===== src/rtl/uart_pkg.sv =====
// rtl/uart_pkg.sv - shared UART constants: state codes, data width, simulation divider set
package uart_pkg;

    localparam int DATA_BITS = 8;

    localparam logic [2:0] ST_IDLE_CODE      = 3'd0;
    localparam logic [2:0] ST_START_CODE     = 3'd1;
    localparam logic [2:0] ST_DATA_CODE      = 3'd2;
    localparam logic [2:0] ST_STOP_CODE      = 3'd3;
    localparam logic [2:0] ST_WAIT_IDLE_CODE = 3'd4;

    typedef enum logic [2:0] {
        ST_IDLE      = ST_IDLE_CODE,
        ST_START     = ST_START_CODE,
        ST_DATA      = ST_DATA_CODE,
        ST_STOP      = ST_STOP_CODE,
        ST_WAIT_IDLE = ST_WAIT_IDLE_CODE
    } rx_state_t;

    // Short divider set so a frame fits in a few hundred clocks; the transmitter shares it.
    localparam int                     SIM_T_DIV_BIT    = 4;
    localparam logic [SIM_T_DIV_BIT-1:0] SIM_T_DIV_0      = 4'd15;
    localparam logic [SIM_T_DIV_BIT-1:0] SIM_T_DIV_HALF_0 = 4'd7;
    localparam logic [SIM_T_DIV_BIT-1:0] SIM_T_DIV_1      = 4'd7;
    localparam logic [SIM_T_DIV_BIT-1:0] SIM_T_DIV_HALF_1 = 4'd3;

endpackage


===== src/rtl/uart_rx_sync.sv =====
// rtl/uart_rx_sync.sv - two-flop synchronizer for the serial line plus falling-edge detector
module uart_rx_sync (
    input  logic clk,
    input  logic n_rst,
    input  logic rxd,
    output logic rxd_s,
    output logic fall_pulse
);

    logic sync1;
    logic sync2;
    logic hist;

    // Reset to the idle level so release of reset never looks like a start edge.
    always_ff @(posedge clk or negedge n_rst) begin
        if (!n_rst) begin
            sync1 <= 1'b1;
            sync2 <= 1'b1;
            hist  <= 1'b1;
        end else begin
            sync1 <= rxd;
            sync2 <= sync1;
            hist  <= sync2;
        end
    end

    assign rxd_s      = sync2;
    assign fall_pulse = hist & ~sync2;

endmodule


===== src/rtl/uart_rx_core.sv =====
// rtl/uart_rx_core.sv - 8N1 UART receiver with two selectable baud rates and sticky new-data/overrun flags
module uart_rx_core
    import uart_pkg::*;
#(
    parameter int                   T_DIV_BIT    = 13,
    parameter logic [T_DIV_BIT-1:0] T_DIV_0      = 13'd5207,
    parameter logic [T_DIV_BIT-1:0] T_DIV_HALF_0 = 13'd2603,
    parameter logic [T_DIV_BIT-1:0] T_DIV_1      = 13'd2603,
    parameter logic [T_DIV_BIT-1:0] T_DIV_HALF_1 = 13'd1301
) (
    input  logic                 clk,
    input  logic                 n_rst,
    input  logic                 baudrate,
    input  logic                 uart_rxd,
    input  logic                 rx_ack,
    output logic [DATA_BITS-1:0] rx_data,
    output logic                 rx_valid,
    output logic                 new_data,
    output logic                 frame_err,
    output logic                 overrun,
    output logic                 busy
);

    localparam logic [2:0] LAST_BIT = 3'(DATA_BITS - 1);

    rx_state_t              state;
    logic [T_DIV_BIT-1:0]   cnt;
    logic [2:0]             bit_idx;
    logic [DATA_BITS-1:0]   shreg;
    logic                   rate_q;
    logic                   rxd_s;
    logic                   fall_pulse;
    logic [T_DIV_BIT-1:0]   full_tc;
    logic [T_DIV_BIT-1:0]   half_tc;

    uart_rx_sync u_sync (
        .clk        (clk),
        .n_rst      (n_rst),
        .rxd        (uart_rxd),
        .rxd_s      (rxd_s),
        .fall_pulse (fall_pulse)
    );

    assign full_tc = rate_q ? T_DIV_1      : T_DIV_0;
    assign half_tc = rate_q ? T_DIV_HALF_1 : T_DIV_HALF_0;

    always_ff @(posedge clk or negedge n_rst) begin
        if (!n_rst) begin
            state     <= ST_IDLE;
            cnt       <= '0;
            bit_idx   <= '0;
            shreg     <= '0;
            rate_q    <= 1'b0;
            rx_data   <= '0;
            rx_valid  <= 1'b0;
            new_data  <= 1'b0;
            frame_err <= 1'b0;
            overrun   <= 1'b0;
            busy      <= 1'b0;
        end else begin
            rx_valid  <= 1'b0;
            frame_err <= 1'b0;

            // A completing byte below overrides this, so completion wins over a same-cycle ack.
            if (rx_ack && new_data) begin
                new_data <= 1'b0;
                overrun  <= 1'b0;
            end

            case (state)
                ST_IDLE: begin
                    if (fall_pulse) begin
                        state  <= ST_START;
                        cnt    <= '0;
                        rate_q <= baudrate;
                        busy   <= 1'b1;
                    end
                end

                ST_START: begin
                    if (cnt == half_tc) begin
                        cnt <= '0;
                        if (rxd_s) begin
                            state <= ST_IDLE;
                            busy  <= 1'b0;
                        end else begin
                            state   <= ST_DATA;
                            bit_idx <= '0;
                        end
                    end else begin
                        cnt <= cnt + 1'b1;
                    end
                end

                ST_DATA: begin
                    if (cnt == full_tc) begin
                        cnt     <= '0;
                        shreg   <= {rxd_s, shreg[DATA_BITS-1:1]};
                        bit_idx <= bit_idx + 1'b1;
                        if (bit_idx == LAST_BIT) begin
                            state <= ST_STOP;
                        end
                    end else begin
                        cnt <= cnt + 1'b1;
                    end
                end

                ST_STOP: begin
                    if (cnt == full_tc) begin
                        cnt <= '0;
                        if (rxd_s) begin
                            rx_data  <= shreg;
                            rx_valid <= 1'b1;
                            overrun  <= overrun | new_data;
                            new_data <= 1'b1;
                            state    <= ST_IDLE;
                            busy     <= 1'b0;
                        end else begin
                            frame_err <= 1'b1;
                            state     <= ST_WAIT_IDLE;
                        end
                    end else begin
                        cnt <= cnt + 1'b1;
                    end
                end

                // A held-low line (break) must not be decoded as repeated 0x00 frames.
                ST_WAIT_IDLE: begin
                    if (rxd_s) begin
                        state <= ST_IDLE;
                        busy  <= 1'b0;
                    end
                end

                default: begin
                    state <= ST_IDLE;
                    busy  <= 1'b0;
                end
            endcase
        end
    end

endmodule


===== config.mk =====
export PLATFORM = sky130hd
export DESIGN_NAME = uart_rx_core
export DESIGN_NICKNAME = d
export VERILOG_FILES = /design/src/rtl/uart_pkg.sv /design/src/rtl/uart_rx_sync.sv /design/src/rtl/uart_rx_core.sv
export SDC_FILE = /design/constraint.sdc
export NUM_CORES = 1
export LEC_CHECK = 0
export BUFFER_PORTS_ARGS = -buffer_cell sky130_fd_sc_hd__buf_2
export CAP_MARGIN = 20
export CORE_ASPECT_RATIO = 0.6
export CORE_UTILIZATION = 55
export DETAILED_ROUTE_END_ITERATION = 6
export HOLD_SLACK_MARGIN = 0.12
export PLACE_DENSITY_LB_ADDON = 0.08
export SLEW_MARGIN = 20
export SYNTH_ARGS = -nofsm -noshare
export SYNTH_HDL_FRONTEND = slang
export SYNTH_SLANG_ARGS = --single-unit

===== constraint.sdc =====
create_clock -name clk -period 3.6 [get_ports clk]
set_clock_uncertainty 0.1 [all_clocks]
set_input_delay 0.18 -clock clk [delete_from_list [all_inputs] [get_ports clk]]
set_output_delay 0.18 -clock clk [all_outputs]
set_load 0.1 [all_outputs]

* Word level (Yosys, flattened, before mapping)
Cells that the tools add are included.
Cells by class: multiplexer cells 38, equal/unequal tests 14, $add $sub $neg 2, bitwise logic cells 4, reductions and logical operators 12
Operators with widths (number):
- $mux 13 | 4
- $pmux 13 s3 | 1
- $mux 3 | 10
- $mux 1 | 18
- $pmux 3 s5 | 1
- $add 13x1->13 const B | 1
- $eq 13x12->1 | 1
- $eq 13x13->1 | 1
- $mux 12 | 1
- $ne 2x2->1 const B | 6
- $reduce_and 4->1 | 2
- $eq 3x2->1 const B | 2
- $eq 3x3->1 const B | 2
- $pmux 3 s2 | 1
- $reduce_and 2->1 | 3
- $reduce_and 6->1 | 1
- $pmux 1 s5 | 1
- $add 3x1->3 const B | 1
- $eq 3x1->1 const B | 1
- $logic_not 3->1 | 1
- $reduce_and 3->1 | 1
- $reduce_bool 3->1 | 1
- $mux 2 | 1
- $ne 2x1->1 const B | 1
- 6 further kinds | 7
Word-level totals: register bits 44, logic and storage cells 84

* Longest topological paths before layout
Gate-level depths: netlist of the first run.
word-level depth 5, depth in mapped cells 8

* Hierarchy
From an unflattened synthesis of the first run, not the netlist that was laid out.
Second synthesis, totals: cell total of the unflattened synthesis 208, area, all modules 2304.7 µm²
Modules (own cells, without submodules):
- uart_rx_core | seq. area each 1026.0 µm², area each 2212.1 µm², instances 1, cells an instance 204
- uart_rx_sync | seq. area each 78.8 µm², area each 92.6 µm², instances 1, cells an instance 4

* Least setup slack after synthesis of the first run
No wires, ideal clock.
kind reg-to-reg, from register cnt[9], to register rx_data[0], arrival 2.814 ns, period minus slack after synthesis 3.039 ns, required time 3.375 ns, slack 0.561 ns, stages on the path, launching flop included 9, path buffers 3, cell sequence dfrtp_1 -> buf_6 -> or4b_1 -> a2111o_1 -> or3_1 -> buf_6 -> or4_4 -> buf_6 -> mux2_4
Between the ends: cells in the longest elaborated chain, start to end 2
Ends and longest elaborated chain:
- start: declaration | line uart_rx_core.sv:27 | logic [T_DIV_BIT-1:0] cnt;
- start signal: assignment | line uart_rx_core.sv:91 | cnt <= cnt + 1'b1;
- start signal: assignment | line uart_rx_core.sv:104 | cnt <= cnt + 1'b1;
- start signal: assignment | line uart_rx_core.sv:123 | cnt <= cnt + 1'b1;
- $eq 13x13->1 | line uart_rx_core.sv:109 | if (cnt == full_tc) begin
- $reduce_and 3->1 (no source line)
- end signal: assignment | line uart_rx_core.sv:112 | rx_data <= shreg;
- end: declaration | line uart_rx_core.sv:16 | output logic [DATA_BITS-1:0] rx_data,
Every way passes these cells. A chain may end at the register's enable or synchronous reset.

* Worst setup path in the final report of the first run
from register rate_q, to register rx_data[1]
Between the ends: cells in the longest elaborated chain, start to end 3
Ends and longest elaborated chain:
- start: declaration | line uart_rx_core.sv:30 | logic rate_q;
- start signal: assignment | line uart_rx_core.sv:75 | rate_q <= baudrate;
- $mux 13 | line uart_rx_core.sv:44 | assign full_tc = rate_q ? T_DIV_1 : T_DIV_0;
- $eq 13x13->1 | line uart_rx_core.sv:109
- $reduce_and 3->1 (no source line)
Every way passes these cells.

==> results by group, run 1 <==
Setup path
  • Worst Path Required: 3680 ps
  • Family with the most delay on the worst path: simple AND/OR/NAND/NOR gates
  • Setup crit start kind: register
  • Kind of critical path: reg -> reg
  • Cells along the critical path: or4b_1 -> a2111o_1 -> or3_1 -> or4_4 -> mux2_4
  • WP data arrival: around 3300 ps
  • Max FO, Critical Path: 11
  • Slowest cell on the critical path: or4_4
  • Max stage delay on crit path: 640 ps
  • CP Capture Type: register
  • Buf/Inv on CP: 0

Routing
  • DRT antenna net count: 0
  • WL met3: between 200 and 300 um
  • Vias: 1555
  • Router iterations before antenna repair: 4
  • Average routed wire per standard cell: roughly 17 um
  • M1 wire length: between 2000 and 2500 um
  • Via density per instance: 5.96
  • DR WL met2: 1810 um
  • Drt drc: 0
  • Initial DRC count: 97
  • Final WL: 4330 um
  • Uppermost routed layer: met4

Floorplan
  • Cell Rows: 17
  • I/O pins: 18
  • Die Ht: 50.9 um
  • Core box area: 0.00374 sq mm
  • DIE WIDTH: 83.6 um
  • Die ar.: 0.00426 sq mm
  • Starting Density: 58.7%

CTS
  • Worst-Skew Late Latency: a little under 300 ps
  • Setup bufs post-CTS: 0
  • Clock slew at reported path FFs: 80 ps
  • Hold_buf cts: 4
  • Num CTS Buffers: 5
  • Post-CTS Resized: 0
  • Clock Tree Buf Depth: 2
  • CTS Sinks: 44
  • CTS tree: yes
  • CTS HTree Levels: 2
  • Root Driver: clkbuf_8

Logic synthesis
  • EDFF count, synth: 0
  • Synth unique cells: 48
  • Asr flop ratio synth: 100%
  • Avg Cell Area, Syn: 11.3 sq um
  • Synth warn: 0
  • Syn Nets: 203
  • Mapped Cells: 195
  • Most used DFF post-synth: dfrtp_1
  • Synthesized cell area: 0.00220 sq mm
  • Synthesized flop and latch total: 44
  • Register area share after synthesis: 50.3%

Timing
  • Least-Margin Pin Slew: 1050 ps
  • Setup Total Neg Slack: 0 ps
  • Slew headroom: 28.2%
  • Slew Viols, Final: 0
  • # setup viols final: 0
  • Clock period minus worst slack: around 3200 ps
  • RSZ-0062 raised after global routing: no
  • Tcrit/Tclk final: 89.0%
  • FMAX: 312 MHz
  • Final hold vios: 0

Global route
  • Gr ovfl total: 0
  • First-pass GRT wire length: 7070 um
  • Pin count of the biggest net entering global routing: between 40 and 50
  • Initial antenna violation count: 0
  • Number of global-route vias before repair: 1469
  • Gr usage total: 21.8%

Finish
  • Fill count: 288
  • Area Growth Syn to Fin: 11.2%
  • Multi-input logic area: 985 sq um
  • Commonest cells after routing, fill and taps aside: dfrtp_1, buf_2, nand2_1
  • Final std cells w/o fill: 261
  • ANT cells: 0
  • Share of layout cells above drive strength 1: 26.2%
  • Most common cell after layout, fill and taps aside: dfrtp_1
  • # nets final: 221
  • Register area: 0.00110 sq mm

Place
  • DPL Wire Length: 3100 um
  • Port-buffer cells: 17
  • Placed insts: between 200 and 250
  • GP Congestion: 0.986

Power
  • Pwr/cell area: 495 mW/mm^2
  • Power Total: 0.00121 W
  • Max VDD drop: 264 uV
  • Pleak: 1.16 nW

Worst hold path
  • Hold Crit Class: reg -> reg

Run
  • Max Cap Viol: 0

Run status
  • Status: finished, final reports clean
-- state kept, by name (all words and copies together), names as in the netlist --
name	count
overrun	1
bit_idx	3
rate_q	1
u_sync.sync1	1
frame_err	1
busy	1
shreg	8
cnt	13
rx_valid	1
u_sync.hist	1
u_sync.rxd_s	1
state	3
rx_data	8
new_data	1
-- cells in the mapped netlist (all sizes together), types with 3 or more instances --
master | count | share of area, %
a2111oi | 3 | 1.2
o21ai | 6 | 1.4
dfstp | 3 | 3.6
o31ai | 3 | 1.0
or4 | 3 | 1.2
nand4 | 5 | 1.4
nor2 | 3 | 0.51
nor2b | 3 | 0.85
buf | 4 | 1.8
dfrtp | 41 | 47
inv | 8 | 1.4
nand2 | 15 | 2.6
xor2 | 9 | 3.6
mux2 | 19 | 11
a21oi | 14 | 3.2
clkbuf | 10 | 1.7
nor3 | 4 | 0.91
nand2b | 4 | 1.1
nand3 | 5 | 1.1
ha | 3 | 1.7
-- logic make-up (layout without fill, tap and decap cells) --
| group | Yosys count | in the layout | share of synthesized area, % |
|---|---|---|---|
| flops | 44 | 44 | 50.3 |
| buf+inv | 22 | 41 | 4.84 |
| fa+ha+maj | 3 | 3 | 1.71 |
| simple gates | 56 | 56 | 15.2 |
| xor+xnor | 10 | 10 | 3.99 |
| compound gates | 39 | 39 | 11.9 |
| mux | 21 | 21 | 12.0 |
-- worst reg2reg max path, cell delays in order, from the launching register on --
cell and delay (ps):
dfrtp_1 490, or4b_1 540, a2111o_1 490, or3_1 510
or4_4 640, mux2_4 330
-- per-stage QoR --
step / utilization, % / area (sq um) / hold slack [ps] / setup slack, ps
floorplan: - / 2200 / -216 / 561
global placement: 61.3 / 2290 / 186 / 484
detailed placement: 61.3 / 2290 / 195 / 436
CTS: 65.2 / 2440 / 264 / 419
global route: 65.2 / 2440 / 273 / 338
finish: 65.2 / 2440 / 263 / 396
-- layer usage --
| layer | GRT usage (%) | up-vias |
|---|---|---|
| met1 | 33.0 | 752 |
| met4 | 6.50 | 0 |
| met2 | 29.3 | 54 |
| li1 | - | 747 |
| met5 | 0 | - |
| met3 | 7.27 | 2 |
-- path summary, 6_finish.rpt --
kind,from,end,slack (ps),depth (start not counted)
hold reg to reg,u_sync.sync1,u_sync.rxd_s,260,0
setup reg to reg,rate_q,rx_data[1],400,5
max in group asynchronous,n_rst,bit_idx[0],2330,2
hold / removal,u_sync.sync1,u_sync.rxd_s,260,0
min in group asynchronous,n_rst,new_data,470,2
setup / recovery,rate_q,rx_data[1],400,5
-- where the power goes --
group          switching, W  internal (W)  total (W)
combinational      0.000123     0.0000914   0.000214
clock              0.000162      0.000206   0.000368
sequential        0.0000852      0.000542   0.000627
-- layout make-up --
class,count,area share (%)
flip-flops and latches,44,45.3
multi-input cells,129,40.3
repair buffers,25,6.36
clock buffers,6,2.97
well taps,47,2.41
clock inverters,2,1.44
inverters,8,1.23
Note: power is estimated with default switching activity, not from simulation.
==> run 2: changes to the inputs <==
--- a/config.mk
+++ b/config.mk
@@ -8,6 +8,7 @@
 export BUFFER_PORTS_ARGS = -buffer_cell sky130_fd_sc_hd__buf_2
 export CAP_MARGIN = 20
 export CORE_ASPECT_RATIO = 0.6
+export CORE_MARGIN = 2
 export CORE_UTILIZATION = 55
 export DETAILED_ROUTE_END_ITERATION = 6
 export HOLD_SLACK_MARGIN = 0.12
==> run 2 against run 1 <==
Non-clock buffer count up 1; largest cell class unchanged; total power increased by 0.51%; critical path type unchanged; die area rose by 6.4%; largest power group unchanged.
==> results by group, run 2 (synthesis results as in run 1) <==
Run status
  • Status: finished, final reports clean (unchanged)

Timing
  • Least-Margin Pin Slew: 552 ps (was 1050 ps)
  • Fin Hold WS: 259 ps (was 263 ps)
  • FMAX: 309 MHz (was 312 MHz)
  • Slew headroom: 62.2% (was 28.2%)
  • Final hold vios: 0 (unchanged)
  • Tcrit/Tclk final: 89.8% (was 89.0%)
  • Slew Viols, Final: 0 (unchanged)
  • Clock period minus worst slack: 3230 ps (was 3200 ps)
  • Setup Total Neg Slack: 0 ps (unchanged)
  • RSZ-0062 raised after global routing: no (unchanged)
  • # setup viols final: 0 (unchanged)

CTS
  • Worst-Skew Late Latency: 290 ps (about the same)
  • Clock slew at reported path FFs: 80 ps (about the same)
  • Clock Tree Buf Depth: 2 (unchanged)
  • CTS Sinks: 44 (unchanged)
  • CTS HTree Levels: 2 (unchanged)
  • Num CTS Buffers: 5 (unchanged)
  • Setup bufs post-CTS: 0 (unchanged)
  • Hold_buf cts: 4 (unchanged)
  • Post-CTS Resized: 0 (unchanged)
  • Root Driver: clkbuf_8 (unchanged)
  • CTS tree: yes (unchanged)

Power
  • Clock share of power: 30.1% (was 30.4%)
  • Net Sw Frac: 30.7% (was 30.6%)
  • Max VDD drop: 329 uV (was 264 uV)
  • Pwr/cell area: 496 mW/mm^2 (was 495 mW/mm^2)
  • Seq pwr share: 51.6% (was 51.9%)
  • Pleak: 1.16 nW (about the same)
  • Switching power total: 0.000373 W (was 0.000370 W)
  • Logic pwr share: 18.2% (was 17.7%)
  • Pint: 0.000842 W (was 0.000839 W)

Run
  • Max Cap Viol: 0 (unchanged)

Global route
  • Initial antenna violation count: 0 (unchanged)
  • Pin count of the biggest net entering global routing: 45 (unchanged)
  • Gr ovfl total: 0 (unchanged)
  • Gr usage total: 21.3% (was 21.8%)
  • Number of global-route vias before repair: 1475 (was 1469)
  • First-pass GRT wire length: 7220 um (was 7070 um)

Setup path
  • CP Capture Type: register (unchanged)
  • Worst Path Required: 3680 ps (about the same)
  • Max FO, Critical Path: 11 (unchanged)
  • Reg2reg setup slack: 370 ps (was 400 ps)
  • Kind of critical path: reg -> reg (unchanged)
  • Cells along the critical path: or4b_1 -> a2111o_1 -> or3_1 -> or4_4 -> mux2_4 (unchanged)
  • Worst r2r dst: rx_data[4] (was rx_data[1])
  • WP data arrival: 3310 ps (was 3280 ps)
  • Slowest cell on the critical path: or4_4 (unchanged)
  • Setup crit start kind: register (unchanged)
  • R2R Path Start: rate_q (unchanged)
  • Cells on worst reg2reg path: 5 (unchanged)
  • Max stage delay on crit path: 640 ps (about the same)

Finish
  • Post-route cell area: 0.00245 sq mm (was 0.00244 sq mm)
  • ANT cells: 0 (unchanged)
  • Top reg by flops: cnt (unchanged)
  • Area Growth Syn to Fin: 11.6% (was 11.2%)
  • Commonest cells after routing, fill and taps aside: dfrtp_1, buf_2, nand2_1 (unchanged)
  • Largest registers: cnt: 13 flops, rx_data: 8 flops, shreg: 8 flops (unchanged)
  • Max FFs per register: 13 (unchanged)
  • Fill count: 293 (was 288)
  • # nets final: 222 (was 221)
  • Most common cell after layout, fill and taps aside: dfrtp_1 (unchanged)
  • Share of layout cells above drive strength 1: 26.5% (was 26.2%)

Floorplan
  • Core box area: 0.00374 sq mm (unchanged)
  • Die Ht: 52.9 um (was 50.9 um)
  • Die ar.: 0.00453 sq mm (was 0.00426 sq mm)
  • I/O pins: 18 (unchanged)
  • DIE WIDTH: 85.6 um (was 83.6 um)
  • Starting Density: 58.7% (unchanged)
  • Cell Rows: 17 (unchanged)

Place
  • Placement Cell Area: 0.00230 sq mm (was 0.00229 sq mm)
  • DPL Wire Length: 3190 um (was 3100 um)
  • Port-buffer cells: 17 (unchanged)
  • GP Congestion: 0.918 (was 0.986)

Routing
  • Final WL: 4450 um (was 4330 um)
  • DRT antenna net count: 0 (unchanged)
  • Initial DRC count: 140 (was 97)
  • Router iterations before antenna repair: 5 (was 4)
  • Average routed wire per standard cell: 17.0 um (was 16.6 um)
  • Via density per instance: 5.96 (about the same)
  • Drt drc: 0 (unchanged)
  • Vias: 1561 (was 1555)

Worst hold path
  • Hold Crit Start: u_sync.sync1 (unchanged)
  • Hold Crit Class: reg -> reg (unchanged)
  • Min-Delay Path Depth: 0 (unchanged)
  • Hold EP: u_sync.rxd_s (unchanged)
## run 2: critical path, delay by kind of cell (launching register included)
family / cells / cell delay, ps
AO/OA/AOI/OAI: 1 / 490
multiplexers: 1 / 340
flip-flops: 1 / 490
AND/OR/NAND/NOR: 3 / 1700
## run 2: power by group through the flow
stage               Sequential, W  Combinational, W  Clock, W
detailed placement       0.000633          0.000215         0
global placement         0.000627          0.000205         0
global route             0.000639          0.000244  0.000395
floorplan                0.000612          0.000163         0
CTS                      0.000625          0.000222  0.000374
finish                   0.000627          0.000221  0.000366
## run 2: final cells by class
class | count | area (sq um) | area share [%]
Multi-Input combinational cell | 129 | 985 | 40.2
Inverter | 8 | 30.0 | 1.23
Timing Repair Buffer | 26 | 165 | 6.74
Tap cell | 47 | 58.8 | 2.40
Clock inverter | 2 | 35.0 | 1.43
Sequential cell | 44 | 1100 | 45.1
Clock buffer | 6 | 72.6 | 2.96
## run 2: worst max path at each step
| stage | depth (start not counted) | from | to | slack (ps) |
|---|---|---|---|---|
| 2_1_floorplan | 8 | cnt[9] | rx_data[0] | 560 |
| 3_3_place_gp | 5 | rate_q | rx_data[6] | 490 |
| 3_5_place_dp | 5 | rate_q | rx_data[3] | 410 |
| 4_1_cts | 5 | rate_q | rx_data[3] | 400 |
| 5_1_grt | 5 | rate_q | rx_data[3] | 320 |
| 6_report | 5 | rate_q | rx_data[4] | 370 |
## run 2: metal layers
layer  global-route usage [%]  routed length (um)  vias to the layer above
met5                        0                   0                        -
met1                     33.3                2220                      745
met2                     28.8                1830                       68
li1                         -                   -                      744
met4                     5.82                  19                        0
met3                     5.15                 383                        4
## run 2: through the flow
| step | util [%] | std cells | total power (W) | worst slack, ps |
|---|---|---|---|---|
| final | 65.5 | 262 | 0.00121 | 366 |
| after global routing | 65.5 | 262 | 0.00128 | 320 |
| after CTS | 65.4 | 262 | 0.00122 | 405 |
| after detailed placement | 61.5 | 250 | 0.000849 | 414 |
| after global placement | 61.5 | 250 | 0.000832 | 489 |
| after floorplan | - | 195 | 0.000775 | 561 |
